`config.mk`:
```
export PLATFORM = sky130hd
export DESIGN_NAME = d_ff_pipe_flat
export DESIGN_NICKNAME = d
export VERILOG_FILES = /design/src/rtl/d_ff_pipe_if.sv /design/src/rtl/d_ff_pipe.sv /design/src/flat_wrapper.sv
export SDC_FILE = /design/constraint.sdc
export NUM_CORES = 1
export LEC_CHECK = 0
export BUFFER_PORTS_ARGS = -buffer_cell sky130_fd_sc_hd__buf_2
export CORE_AREA = 2 2 39 41
export DETAILED_ROUTE_END_ITERATION = 10
export DIE_AREA = 0 0 41 43
export GPL_ROUTABILITY_DRIVEN = 0
export SLEW_MARGIN = 40
export SYNTH_ARGS = -nofsm -noshare
export SYNTH_HDL_FRONTEND = slang
export SYNTH_SLANG_ARGS = --single-unit
```
`constraint.sdc`:
```
create_clock -name clk -period 3.6 [get_ports clk]
set_input_delay 0.18 -clock clk [delete_from_list [all_inputs] [get_ports clk]]
set_output_delay 0.18 -clock clk [all_outputs]
set_load 0.01 [all_outputs]
```
`src/rtl/d_ff_pipe_if.sv`:
```
// Handshake-free data/valid bundle for the d_ff_pipe register chain.
// The master drives stimulus and control; the slave (the pipe) returns last-stage state.
interface d_ff_pipe_if #(
    parameter int WIDTH  = 3,
    parameter int STAGES = 2
);
    localparam int CW = $clog2(STAGES + 1);

    logic             set_n;
    logic             en;
    logic             d_in_vld;
    logic [WIDTH-1:0] d_in;
    logic [WIDTH-1:0] d_out;
    logic             d_out_vld;
    logic             d_chg;
    logic [CW-1:0]    fill_cnt;

    modport master (
        output set_n, en, d_in_vld, d_in,
        input  d_out, d_out_vld, d_chg, fill_cnt
    );

    modport slave (
        input  set_n, en, d_in_vld, d_in,
        output d_out, d_out_vld, d_chg, fill_cnt
    );
endinterface

```
`src/rtl/d_ff_pipe.sv`:
```
// Parametrised flop pipeline carrying {valid, data} per stage, with sync preload,
// stall, occupancy count and a registered change-detect pulse on the last stage.
module d_ff_pipe #(
    parameter int               WIDTH   = 3,
    parameter int               STAGES  = 2,
    parameter logic [WIDTH-1:0] RST_VAL = '0,
    parameter logic [WIDTH-1:0] SET_VAL = '1
) (
    input logic        clk,
    input logic        rst_n,
    d_ff_pipe_if.slave pipe
);
    localparam int CW = $clog2(STAGES + 1);

    // Each entry is {valid, data}; valid sits in the MSB.
    logic [WIDTH:0]   stage_reg   [STAGES];
    logic [WIDTH:0]   stage_shift [STAGES];
    logic [CW-1:0]    fill_cnt_reg;
    logic [CW-1:0]    fill_cnt_next;
    logic             d_chg_reg;
    logic             d_chg_next;
    logic [WIDTH:0]   last_in;
    logic [WIDTH:0]   last_cur;

    assign stage_shift[0] = {pipe.d_in_vld, pipe.d_in};

    generate
        for (genvar gi = 1; gi < STAGES; gi++) begin : g_shift
            assign stage_shift[gi] = stage_reg[gi-1];
        end
    endgenerate

    // The entry about to land in the last stage; for a single stage this is d_in itself.
    assign last_in  = stage_shift[STAGES-1];
    assign last_cur = stage_reg[STAGES-1];

    always_comb begin
        fill_cnt_next = fill_cnt_reg + CW'(pipe.d_in_vld) - CW'(last_cur[WIDTH]);
        d_chg_next    = last_in[WIDTH] && (last_in[WIDTH-1:0] != last_cur[WIDTH-1:0]);
    end

    always_ff @(posedge clk or negedge rst_n) begin
        if (!rst_n) begin
            for (int k = 0; k < STAGES; k++) begin
                stage_reg[k] <= {1'b0, RST_VAL};
            end
            fill_cnt_reg <= '0;
            d_chg_reg    <= 1'b0;
        end else if (!pipe.set_n) begin
            for (int k = 0; k < STAGES; k++) begin
                stage_reg[k] <= {1'b1, SET_VAL};
            end
            fill_cnt_reg <= CW'(STAGES);
            d_chg_reg    <= 1'b0;
        end else if (pipe.en) begin
            stage_reg    <= stage_shift;
            fill_cnt_reg <= fill_cnt_next;
            d_chg_reg    <= d_chg_next;
        end else begin
            d_chg_reg    <= 1'b0;
        end
    end

    assign pipe.d_out     = last_cur[WIDTH-1:0];
    assign pipe.d_out_vld = last_cur[WIDTH];
    assign pipe.d_chg     = d_chg_reg;
    assign pipe.fill_cnt  = fill_cnt_reg;
endmodule

```
`src/flat_wrapper.sv`:
```
// flat-port wrapper written by rule: the top's interface ports become plain ports
module d_ff_pipe_flat 
#(
    parameter int               WIDTH   = 3,
    parameter int               STAGES  = 2,
    parameter logic [WIDTH-1:0] RST_VAL = '0,
    parameter logic [WIDTH-1:0] SET_VAL = '1
)
  (clk, rst_n, pipe_set_n, pipe_en, pipe_d_in_vld, pipe_d_in, pipe_d_out, pipe_d_out_vld, pipe_d_chg, pipe_fill_cnt);
  d_ff_pipe_if #(.WIDTH(WIDTH), .STAGES(STAGES)) pipe_i ();
  input logic clk;
  input logic rst_n;
  input wire logic [$bits(pipe_i.set_n)-1:0] pipe_set_n;
  input wire logic [$bits(pipe_i.en)-1:0] pipe_en;
  input wire logic [$bits(pipe_i.d_in_vld)-1:0] pipe_d_in_vld;
  input wire logic [$bits(pipe_i.d_in)-1:0] pipe_d_in;
  output wire logic [$bits(pipe_i.d_out)-1:0] pipe_d_out;
  output wire logic [$bits(pipe_i.d_out_vld)-1:0] pipe_d_out_vld;
  output wire logic [$bits(pipe_i.d_chg)-1:0] pipe_d_chg;
  output wire logic [$bits(pipe_i.fill_cnt)-1:0] pipe_fill_cnt;
  assign pipe_i.set_n = pipe_set_n;
  assign pipe_i.en = pipe_en;
  assign pipe_i.d_in_vld = pipe_d_in_vld;
  assign pipe_i.d_in = pipe_d_in;
  assign pipe_d_out = pipe_i.d_out;
  assign pipe_d_out_vld = pipe_i.d_out_vld;
  assign pipe_d_chg = pipe_i.d_chg;
  assign pipe_fill_cnt = pipe_i.fill_cnt;
  d_ff_pipe #(.WIDTH(WIDTH), .STAGES(STAGES), .RST_VAL(RST_VAL), .SET_VAL(SET_VAL)) u_core (.clk(clk), .rst_n(rst_n), .pipe(pipe_i));
endmodule
```
# [After elaboration in Yosys (flattened, before gate mapping)]
# Index checks and enable logic that the tools add are counted.
[word_totals] register_bits=11 output_inout_bits=7
[classes] addsub=2 n_eq_ne=2 muxes=6 reduce_logical=1
[ops] operator="$mux W8" count=2
[ops] operator="$mux W2" count=2
[ops] operator="$ne A3 B3 Y1" count=1
[ops] operator="$add A2 B1 Y2" count=1
[ops] operator="$mux W1" count=2
[ops] operator="$ne A2 B1 Y1 const B" count=1
[ops] operator="$sub A2 B1 Y2" count=1
[ops] operator="$logic_and A1 B1 Y1" count=1

# [Depth between registers and ports, before layout]
# Gate-level depths: netlist of run 1.
[logic_depth] word_depth=4 depth_mapped=7

# [Least setup slack after synthesis of run 1]
# No wires, ideal clock.
[synth_path] kind="register -> register" startpoint="register u_core.fill_cnt_reg[0] (netlist: u_core.pipe.fill_cnt[0])" endpoint="register u_core.fill_cnt_reg[1] (netlist: u_core.pipe.fill_cnt[1])" t_arrival_ns=1.296 t_required_ns=3.478 slack_ns=2.182 path_stages_with_launch=8 synth_period_minus_slack_ns=1.418 path_cell_list="dfrtp_1 > inv_1 > ha_1 > inv_1 > ha_1 > xor2_1 > and3_2 > o21ai_2"
[synth_between] elab_chain_len=4
[synth_rtl] item="from (decl)" line_no="d_ff_pipe.sv:18" text="logic [CW-1:0] fill_cnt_reg;"
[synth_rtl] item="from (signal assigned)" line_no="d_ff_pipe.sv:53" text="fill_cnt_reg <= CW'(STAGES);"
[synth_rtl] item="from (signal assigned)" line_no="d_ff_pipe.sv:57" text="fill_cnt_reg <= fill_cnt_next;"
[synth_rtl] item="$add A2 B1 Y2" line_no="d_ff_pipe.sv:38" text="fill_cnt_next = fill_cnt_reg + CW'(pipe.d_in_vld) - CW'(last_cur[WIDTH]);"
[synth_rtl] item="$sub A2 B1 Y2" line_no="d_ff_pipe.sv:38"
[synth_rtl] item="$mux W2" line_no="d_ff_pipe.sv:55" text="end else if (pipe.en) begin"
[synth_rtl] item="$mux W2" line_no="d_ff_pipe.sv:49" text="end else if (!pipe.set_n) begin"
# No other way between the ends. The select of a mux whose other input is x is not followed.
# A chain may end at the register's enable or synchronous reset.

# [Final worst setup path of run 1]
# Same ends and word-level chain as after synthesis.

==> results of run 1 <==
[logic make-up after synthesis]
kind of cell | Yosys count
and+or+nand+nor | 11
DFF | 11
muxes | 9
xor gates and xnor gates | 4
adders and majority gates | 2
buffers and inverters | 4
AOI/OAI and AO/OA | 3
[per-layer routing]
metal  track usage, %  vias up  wire length (um)
li1                 -      181                 -
met1             15.4      176               388
met2             17.2        9               431
met3             3.14        4                45
met4             16.0        0                45
met5                0        -                 0
[worst min-delay path, cell delays in order]
cell and delay (ps):
buf_2 70, mux2i_1 50, nand2_1 60
[final timing paths]
path                                               from                 endpoint  slack (ps)  cells after the start
worst max-delay path            u_core.pipe.fill_cnt[0]  u_core.pipe.fill_cnt[1]        2150                      7
worst min-delay path                       pipe_d_in[2]        u_core.last_in[2]         120                      3
worst max register to register  u_core.pipe.fill_cnt[0]  u_core.pipe.fill_cnt[1]        2150                      7
worst min register to register       u_core.last_cur[1]       u_core.last_cur[1]         540                      2
max in group asynchronous                         rst_n  u_core.pipe.fill_cnt[0]        3100                      2
min in group asynchronous                         rst_n        u_core.pipe.d_chg         300                      2
[cell usage after synthesis]
library cell	instances
ha_1	2
xnor2_1	3
buf_2	1
xor2_1	1
nand3_2	1
a21oi_1	1
a31oi_1	1
nor2b_1	1
and3_2	1
mux2i_1	9
nand2_1	8
buf_6	1
o21ai_2	1
inv_1	2
dfrtp_1	11
[through the flow]
| step | power (mW) | utilization, % |
|---|---|---|
| 2_1_floorplan | 0.167 | - |
| 3_3_place_gp | 0.181 | 43.1 |
| 3_5_place_dp | 0.182 | 43.1 |
| 4_1_cts | 0.269 | 45.8 |
| 5_1_grt | 0.281 | 45.8 |
| 6_report | 0.266 | 45.8 |
[placed cells by master, fill, tap and decap left out, types with 2 or more instances in the layout]
cell / n
ha_1: 2
xnor2_1: 3
inv_1: 2
clkbuf_4: 3
buf_2: 14
nand2_1: 8
dfrtp_1: 11
mux2i_1: 9
[layout make-up]
class | instances | area, sq um
Multi-Input combinational cell | 29 | 224
Timing Repair Buffer | 15 | 80.1
Clock buffer | 4 | 26.3
Fill cell | 142 | 751
Inverter | 2 | 7.51
Tap cell | 16 | 20.0
Sequential cell | 11 | 275
[power breakdown]
| group | leakage [nW] | internal [mW] | total (mW) | switching, mW |
|---|---|---|---|---|
| clock network | 0.0150 | 0.0430 | 0.0852 | 0.0423 |
| registers | 0.112 | 0.131 | 0.137 | 0.00557 |
| logic | 0.162 | 0.0211 | 0.0437 | 0.0226 |
| total | 0.290 | 0.195 | 0.266 | 0.0705 |
[what timing repair did]
item                                    CTS  global route
setup buffers                             0             0
hold endpoints to repair                 11             0
endpoints found under the setup margin    0             0
hold buffers                              1             0
==> results by group, run 1 <==
Run status
  • Status: completed

STA
  • Max Fclk: 0.692 GHz
  • Final period util: 40.2%
  • Setup TNS Final: 0 ps
  • Minimum clock period: 1450 ps
  • Worst Skew: 3.87 ps
  • Max-slew violation count: 0
  • Worst setup margin: approximately 2200 ps
  • Slew headroom: about four fifths
  • Unrepaired setup endpoints after global routing: false
  • Hold slack: roughly 120 ps
  • Least-Margin Pin Slew: 310 ps
  • Final hold violation count: 0
  • # setup viols final: 0

Logic synthesis
  • Unique masters post-synth: 15
  • Compound-Gate Fraction of Synth Area: 3.83%
  • Synth Area in XOR/XNOR: 6.70%
  • Flop and latch count out of synthesis: 11
  • Main combinational cell family by area after synthesis: multiplexers
  • Seq/Total Area, Yosys: 52.6%
  • Area share of fa/ha/maj cells after synthesis: 4.78%
  • Synthesized area per cell: between 10 and 15 sq um
  • Synth top area share: 52.6%
  • Gate Count Post-Synth: 44
  • Top cells by area, synth: dfrtp_1 (53%), mux2i_1 (17%), nand2_1 (5.7%)
  • Mux cell area share after synthesis: 17.2%
  • Cell Area, Synth: 523 sq um
  • Cell taking the most area after synthesis: dfrtp_1
  • Post-Synth Simple-Gate Area: 10.3%
  • Ys Warns: 0
  • Post-Syn Nets: 54

Routing
  • Vias per inst: 4.81
  • # DRC: 0
  • Post-Route WL: 910 um
  • DRT Pass-1 Iters: 2
  • Vias: 370
  • Detailed Route Iter0 Violations: 1
  • Antenna-violating nets left: 0
  • WL per Instance: 11.8 um

Floorplan
  • Die span in x: 41 um
  • # IOs: 15
  • Core area: 0.00138 sq mm
  • Die height: approximately 43 um
  • # rows: 14
  • Die area: 0.00176 sq mm
  • Starting Density: a little under two fifths

Placed design
  • Placed cell count: 72
  • Pre-CTS setup slack: between 2000 and 2500 ps
  • PortBufs: 14
  • Placed wire-length estimate: roughly 650 um
  • Area post-placement: 597 sq um

Clocking
  • Clock slew at reported path FFs: 70 ps
  • Clock Sinks: 11
  • Clk_lat worst skew: 270 ps
  • CTS Buf Count: 3
  • Buffer depth of the longest clock path: 2
  • Post-CTS Resized: 0
  • Root buf cell: clkbuf_4
  • CTS H-tree lvls: 1
  • CTS tree: done

GRT
  • Global-route wire length before repair: 1410 um
  • Vias in the first global route: about 340
  • GRT Overall Usage: 13.3%
  • Global-route congestion overflow total: 0
  • Initial antenna violation count: 0
  • Largest net degree at the start of global routing: 13

Min path
  • Hold Path Class: in2reg

Layout
  • Diodes inserted: 0
  • Final #Nets: 72
  • Layout cells sized above 1: 32.8%
  • Fin cells: 77
  • Final Cell Area: about 630 sq um
  • Area Overhead vs Synth: 21.1%

Setup path
  • Critical path peak fanout: 3
  • WP data required: about 3800 ps
  • Worst Setup Start Kind: flip-flop
  • Critical-path top delay cell: dfrtp_1
  • CP Cell Sequence: inv_1 -> ha_1 -> inv_1 -> ha_1 -> xor2_1 -> and3_2 -> o21ai_2
  • Worst path top cell family by delay: adder cells
  • Crit path buffers/inverters: 2
  • Crit-path max cell delay: around 370 ps
  • Crit end category: flip-flop
  • CP Class: reg2reg
  • Arr. time, crit path: 1600 ps

Power and ir drop
  • Peak supply drop: 0.000193 V
  • PD cells: 419 mW/mm^2
  • Leakage: a little under 0.3 nW

Flow run
  • Number of max-cap violations: 0
Note: power is estimated with default switching activity, not from simulation.
==> run 2, diff against run 1 <==
==> constraint.sdc (replaced) <==
create_clock -name clk -period 1.37 [get_ports clk]
set_input_delay 0.0685 -clock clk [delete_from_list [all_inputs] [get_ports clk]]
set_output_delay 0.0685 -clock clk [all_outputs]
set_load 0.01 [all_outputs]
==> results by group, run 2 (synthesis gave the netlist of run 1 again) <==
Run status
  • Status: finished with violations
  • Violated checks: setup timing

GRT
  • Initial antenna violation count: 0 (unchanged)
  • GRT Overall Usage: 14.3% (+1.0 points)
  • Vias in the first global route: 402 (+19%)
  • Largest net degree at the start of global routing: 13 (unchanged)
  • Global-route congestion overflow total: 0 (unchanged)
  • Global-route wire length before repair: 1640 um (+16%)

Setup path
  • CP Class: reg2reg
  • Worst path top cell family by delay: adder cells
  • Arr. time, crit path: 1570 ps (-30 ps)
  • Worst Setup Start Kind: flip-flop
  • Critical path peak fanout: 2 (-1)
  • CP Cell Sequence: ha_1 -> inv_1 -> ha_4 -> xor2_2 -> a21oi_1 -> o21ai_2
  • WP data required: 1520 ps (-2230 ps)
  • Crit end category: flip-flop
  • Crit path buffers/inverters: 1 (-1)
  • Crit-path max cell delay: 380 ps (about the same)
  • Critical-path top delay cell: dfrtp_1

Clocking
  • Clock slew at reported path FFs: 70 ps (about the same)
  • CTS tree: done
  • CTS Buf Count: 3 (unchanged)
  • Clk_lat worst skew: 260 ps (about the same)
  • Clock Sinks: 11 (unchanged)
  • Buffer depth of the longest clock path: 2 (unchanged)
  • CTS H-tree lvls: 1 (unchanged)
  • Root buf cell: clkbuf_4

Routing
  • # DRC: 0 (unchanged)
  • Vias per inst: 4.88 (+1.5%)
  • DRT Pass-1 Iters: 4 (+2)
  • Vias: 390 (+5.4%)
  • Post-Route WL: 1010 um (+10%)
  • Antenna-violating nets left: 0 (unchanged)
  • Detailed Route Iter0 Violations: 5 (+4)
  • WL per Instance: 12.6 um (+6.3%)

Placed design
  • Pre-CTS setup slack: -20.2 ps (-2190 ps)
  • PortBufs: 14 (unchanged)

STA
  • Slew headroom: 78.2% (-1.1 points)
  • # setup viols final: 1 (+1)
  • Final hold violation count: 0 (unchanged)
  • Least-Margin Pin Slew: 326 ps (+16.0 ps)
  • Worst setup margin: -48.4 ps (-2200 ps)
  • Final period util: 104% (+63 points)
  • Minimum clock period: 1420 ps (-27.7 ps)
  • Max Fclk: 0.705 GHz (+2.0%)
  • Unrepaired setup endpoints after global routing: true
  • Worst Skew: 1.70 ps (-2.17 ps)
  • Hold slack: 27.6 ps (-97.0 ps)
  • Max-slew violation count: 0 (unchanged)

Layout
  • Final #Nets: 75 (+4.2%)
  • Diodes inserted: 0 (unchanged)
  • Most common library cell in the layout ignoring fill and taps: buf_2
  • Fin util: 49.1% (+3.3 points)
  • Most frequent cells in the layout: buf_2 (14), dfrtp_1 (11), mux2i_1 (9)
  • Combined area of the multi-input logic cells: 248 sq um (+11%)
  • Area Overhead vs Synth: 29.9%
  • Layout cells sized above 1: 39.1% (+6.3 points)
  • Layout filler cell count: 129 (-9.2%)
  • Sequential cell area: 275 sq um (unchanged)

Floorplan
  • Die span in x: 41 um (unchanged)
  • Die area: 0.00176 sq mm (unchanged)
  • # rows: 14 (unchanged)
  • Starting Density: 37.8% (unchanged)
  • Die height: 43 um (unchanged)
  • # IOs: 15 (unchanged)
  • Core area: 0.00138 sq mm (unchanged)

Power and ir drop
  • Leakage: 0.307 nW (+5.9%)
  • PD cells: 1060 mW/mm^2 (+150%)
  • Peak supply drop: 0.000377 V (+96%)
  • Switch Pwr: 0.191 mW (+170%)
  • Comb power frac: 19.6% (+3.1 points)
  • Post-route total power: 0.721 mW (+170%)
  • Reg power frac: 49.8% (-1.6 points)
  • Switching Share: 26.5% (about the same)
  • Pint: 0.530 mW (+170%)
  • Clock power share: 30.6% (-1.5 points)

Min path
  • Hold Path Class: in2reg

Flow run
  • Number of max-cap violations: 0 (unchanged)
## run 2: tightest hold or removal path, delay by kind of cell
family                 cells  cell delay (ps)
buffers and inverters      1               70
multiplexers               1               60
AND/OR/NAND/NOR            1               60
## run 2: timing repair
action / in CTS / in global routing
setup buffers: 0 / 1
hold buffers: 1 / 0
hold endpoints to repair: 11 / 0
endpoints found under the setup margin: 1 / 1
pin swaps: 0 / 3
gates resized for setup: 0 / 4
## run 2: power groups by stage
stage	clock (mW)	sequential (mW)	combinational [mW]
global placement	0	0.364	0.117
global route	0.253	0.362	0.161
detailed placement	0	0.365	0.120
floorplan	0	0.370	0.0697
finish	0.220	0.359	0.141
CTS	0.230	0.358	0.123
## run 2: through the flow
step,instances,instance area (sq um),setup TNS (ps)
3_3_place_gp,74,612,-6.71
2_1_floorplan,44,523,-48.0
5_1_grt,80,679,-132
3_5_place_dp,74,612,-20.2
4_1_cts,79,648,-35.3
6_report,80,679,-48.4
## run 2: layout make-up
type,instances,share of cell area (%)
multi-input combinational,29,36.5
clock buffer,4,3.87
tap,16,2.95
sequential,11,40.5
timing repair buffer,18,15.1
inverter,2,1.10
## run 2: routing by layer
layer | vias to the layer above | wire length, um | global-route usage (%)
met4 | 0 | 14 | 10.0
met3 | 2 | 44 | 4.71
met5 | - | 0 | 0
li1 | 185 | - | -
met1 | 192 | 428 | 16.4
met2 | 11 | 516 | 21.3
## run 2: final timing paths
check	slack [ps]	depth (start not counted)	from	to
worst max-delay path	-50	6	u_core.last_cur[3]	u_core.pipe.fill_cnt[1]
worst min-delay path	30	3	pipe_d_in[2]	u_core.last_in[2]
worst max register to register	-50	6	u_core.last_cur[3]	u_core.pipe.fill_cnt[1]
worst min register to register	550	2	u_core.last_cur[0]	u_core.last_cur[0]
max in group asynchronous	960	2	rst_n	u_core.last_in[0]
min in group asynchronous	200	2	rst_n	u_core.pipe.fill_cnt[1]
==> run 3, diff against run 2 <==
--- a/config.mk
+++ b/config.mk
@@ -10,6 +10,7 @@
 export DETAILED_ROUTE_END_ITERATION = 10
 export DIE_AREA = 0 0 41 43
 export GPL_ROUTABILITY_DRIVEN = 0
+export RECOVER_POWER = 50
 export SLEW_MARGIN = 40
 export SYNTH_ARGS = -nofsm -noshare
 export SYNTH_HDL_FRONTEND = slang
==> results by group, run 3 (synthesis gave the netlist of run 1 again) <==
Floorplan
  • Die span in x: 41 um (unchanged)
  • # IOs: 15 (unchanged)
  • Starting Density: 37.8% (unchanged)
  • # rows: 14 (unchanged)
  • Die area: 0.00176 sq mm (unchanged)
  • Die height: 43 um (unchanged)
  • Core area: 0.00138 sq mm (unchanged)

Setup path
  • WP data required: 1520 ps (about the same)
  • Crit end category: flip-flop
  • Worst Setup Start Kind: flip-flop
  • CP Class: reg2reg
  • Critical path peak fanout: 2 (unchanged)
  • Arr. time, crit path: 1570 ps (about the same)

STA
  • Minimum clock period: 1420 ps (unchanged)
  • Worst setup margin: -48.4 ps (unchanged)
  • Least-Margin Pin Slew: 606 ps (+279 ps)
  • Hold slack: 27.6 ps (unchanged)
  • Final hold violation count: 0 (unchanged)
  • Max-slew violation count: 0 (unchanged)
  • Unrepaired setup endpoints after global routing: true
  • Max Fclk: 0.705 GHz (unchanged)
  • Final period util: 104% (unchanged)
  • Worst Skew: 1.70 ps (unchanged)
  • # setup viols final: 1 (unchanged)
  • Slew headroom: 59.6% (-19 points)

Power and ir drop
  • Reg power frac: 49.9% (about the same)
  • Pint: 0.529 mW (about the same)
  • Switching Share: 26.6% (about the same)
  • Switch Pwr: 0.191 mW (about the same)
  • Post-route total power: 0.721 mW (about the same)
  • Comb power frac: 19.6% (about the same)
  • Leakage: 0.304 nW (-0.90%)
  • Peak supply drop: 0.000377 V (about the same)
  • Clock power share: 30.6% (about the same)
  • PD cells: 1060 mW/mm^2 (+0.12%)

Run status
  • Violated checks: setup timing
  • Status: finished with violations

Routing
  • WL per Instance: 12.5 um (-0.20%)
  • Antenna-violating nets left: 0 (unchanged)
  • # DRC: 0 (unchanged)
  • DRT Pass-1 Iters: 4 (unchanged)
  • Vias per inst: 4.88 (unchanged)
  • Detailed Route Iter0 Violations: 5 (unchanged)
  • Post-Route WL: 1000 um (-0.20%)
  • Vias: 390 (unchanged)

Clocking
  • CTS tree: done
  • Clk_lat worst skew: 260 ps (about the same)
  • Clock slew at reported path FFs: 70 ps (about the same)
  • CTS H-tree lvls: 1 (unchanged)
  • Buffer depth of the longest clock path: 2 (unchanged)
  • Root buf cell: clkbuf_4
  • Clock Sinks: 11 (unchanged)
  • CTS Buf Count: 3 (unchanged)

Layout
  • Most frequent cells in the layout: buf_2 (13), dfrtp_1 (11), mux2i_1 (9)
  • Fin cells: 80 (unchanged)
  • Fin util: 49.0% (-0.090 points)
  • Layout cells sized above 1: 37.5% (-1.6 points)
  • Area Overhead vs Synth: 29.7%
  • Most common library cell in the layout ignoring fill and taps: buf_2
  • Final #Nets: 75 (unchanged)
  • Diodes inserted: 0 (unchanged)

Min path
  • Hold Path Class: in2reg

GRT
  • Global-route congestion overflow total: 0 (unchanged)
  • GRT Overall Usage: 14.3% (unchanged)
  • Global-route wire length before repair: 1640 um (unchanged)
  • Initial antenna violation count: 0 (unchanged)
  • Vias in the first global route: 402 (unchanged)
  • Largest net degree at the start of global routing: 13 (unchanged)

Placed design
  • Pre-CTS setup slack: -20.2 ps (unchanged)
  • PortBufs: 14 (unchanged)
  • Placed cell count: 74 (unchanged)

Flow run
  • Number of max-cap violations: 0 (unchanged)
## run 3: cell count changes in the layout (fill, tap and decap cells not counted)
cell	change
clkbuf_1	+1
buf_2	-1
## run 3: per-layer routing
layer	share of wire, %	vias to the layer above	track usage (%)
met5	0	-	0
met4	1.4	0	10.0
met3	4.0	2	4.71
met2	51	11	21.3
met1	43	192	16.4
li1	-	185	-
## run 3: critical path, stage by stage, from the launching register on
cell and delay, ps:
dfrtp_1 380, ha_1 270, inv_1 60, ha_4 160, xor2_2 170, a21oi_1 180, o21ai_2 80
## run 3: final cells by class
cell class                      count  area (sq um)
Fill cell                         129           706
Inverter                            2          7.51
Multi-Input combinational cell     29           248
Tap cell                           16          20.0
Clock buffer                        4          26.3
Sequential cell                    11           275
Timing Repair Buffer               18           101
## run 3: through the flow
step           TNS, ps  area (sq um)
4_1_cts          -35.3           648
2_1_floorplan    -48.0           523
3_3_place_gp     -6.71           612
5_1_grt           -132           678
6_report         -48.4           678
3_5_place_dp     -20.2           612
## run 3: worst paths after layout
check	start	cells after the start	to	slack [ps]
setup / recovery	u_core.last_cur[3]	6	u_core.pipe.fill_cnt[1]	-50
hold / removal	pipe_d_in[2]	3	u_core.last_in[2]	30
setup reg to reg	u_core.last_cur[3]	6	u_core.pipe.fill_cnt[1]	-50
hold reg to reg	u_core.last_cur[0]	2	u_core.last_cur[0]	550
max in group asynchronous	rst_n	2	u_core.last_in[0]	660
min in group asynchronous	rst_n	2	u_core.pipe.fill_cnt[1]	320
## run 3: power by group through the flow
stage               combinational (mW)  clock, mW  sequential (mW)
floorplan                       0.0697          0            0.370
global placement                 0.117          0            0.364
detailed placement               0.120          0            0.365
CTS                              0.123      0.230            0.358
global route                     0.160      0.253            0.362
finish                           0.141      0.220            0.359
## run 3: timing repair
action	4_1_cts	5_1_grt
hold endpoints to repair	11	0
pin swaps	0	3
gates cloned	0	0
buffers inserted	0	1
gates resized for setup	0	4
hold buffers	1	0
setup endpoints to repair	1	1
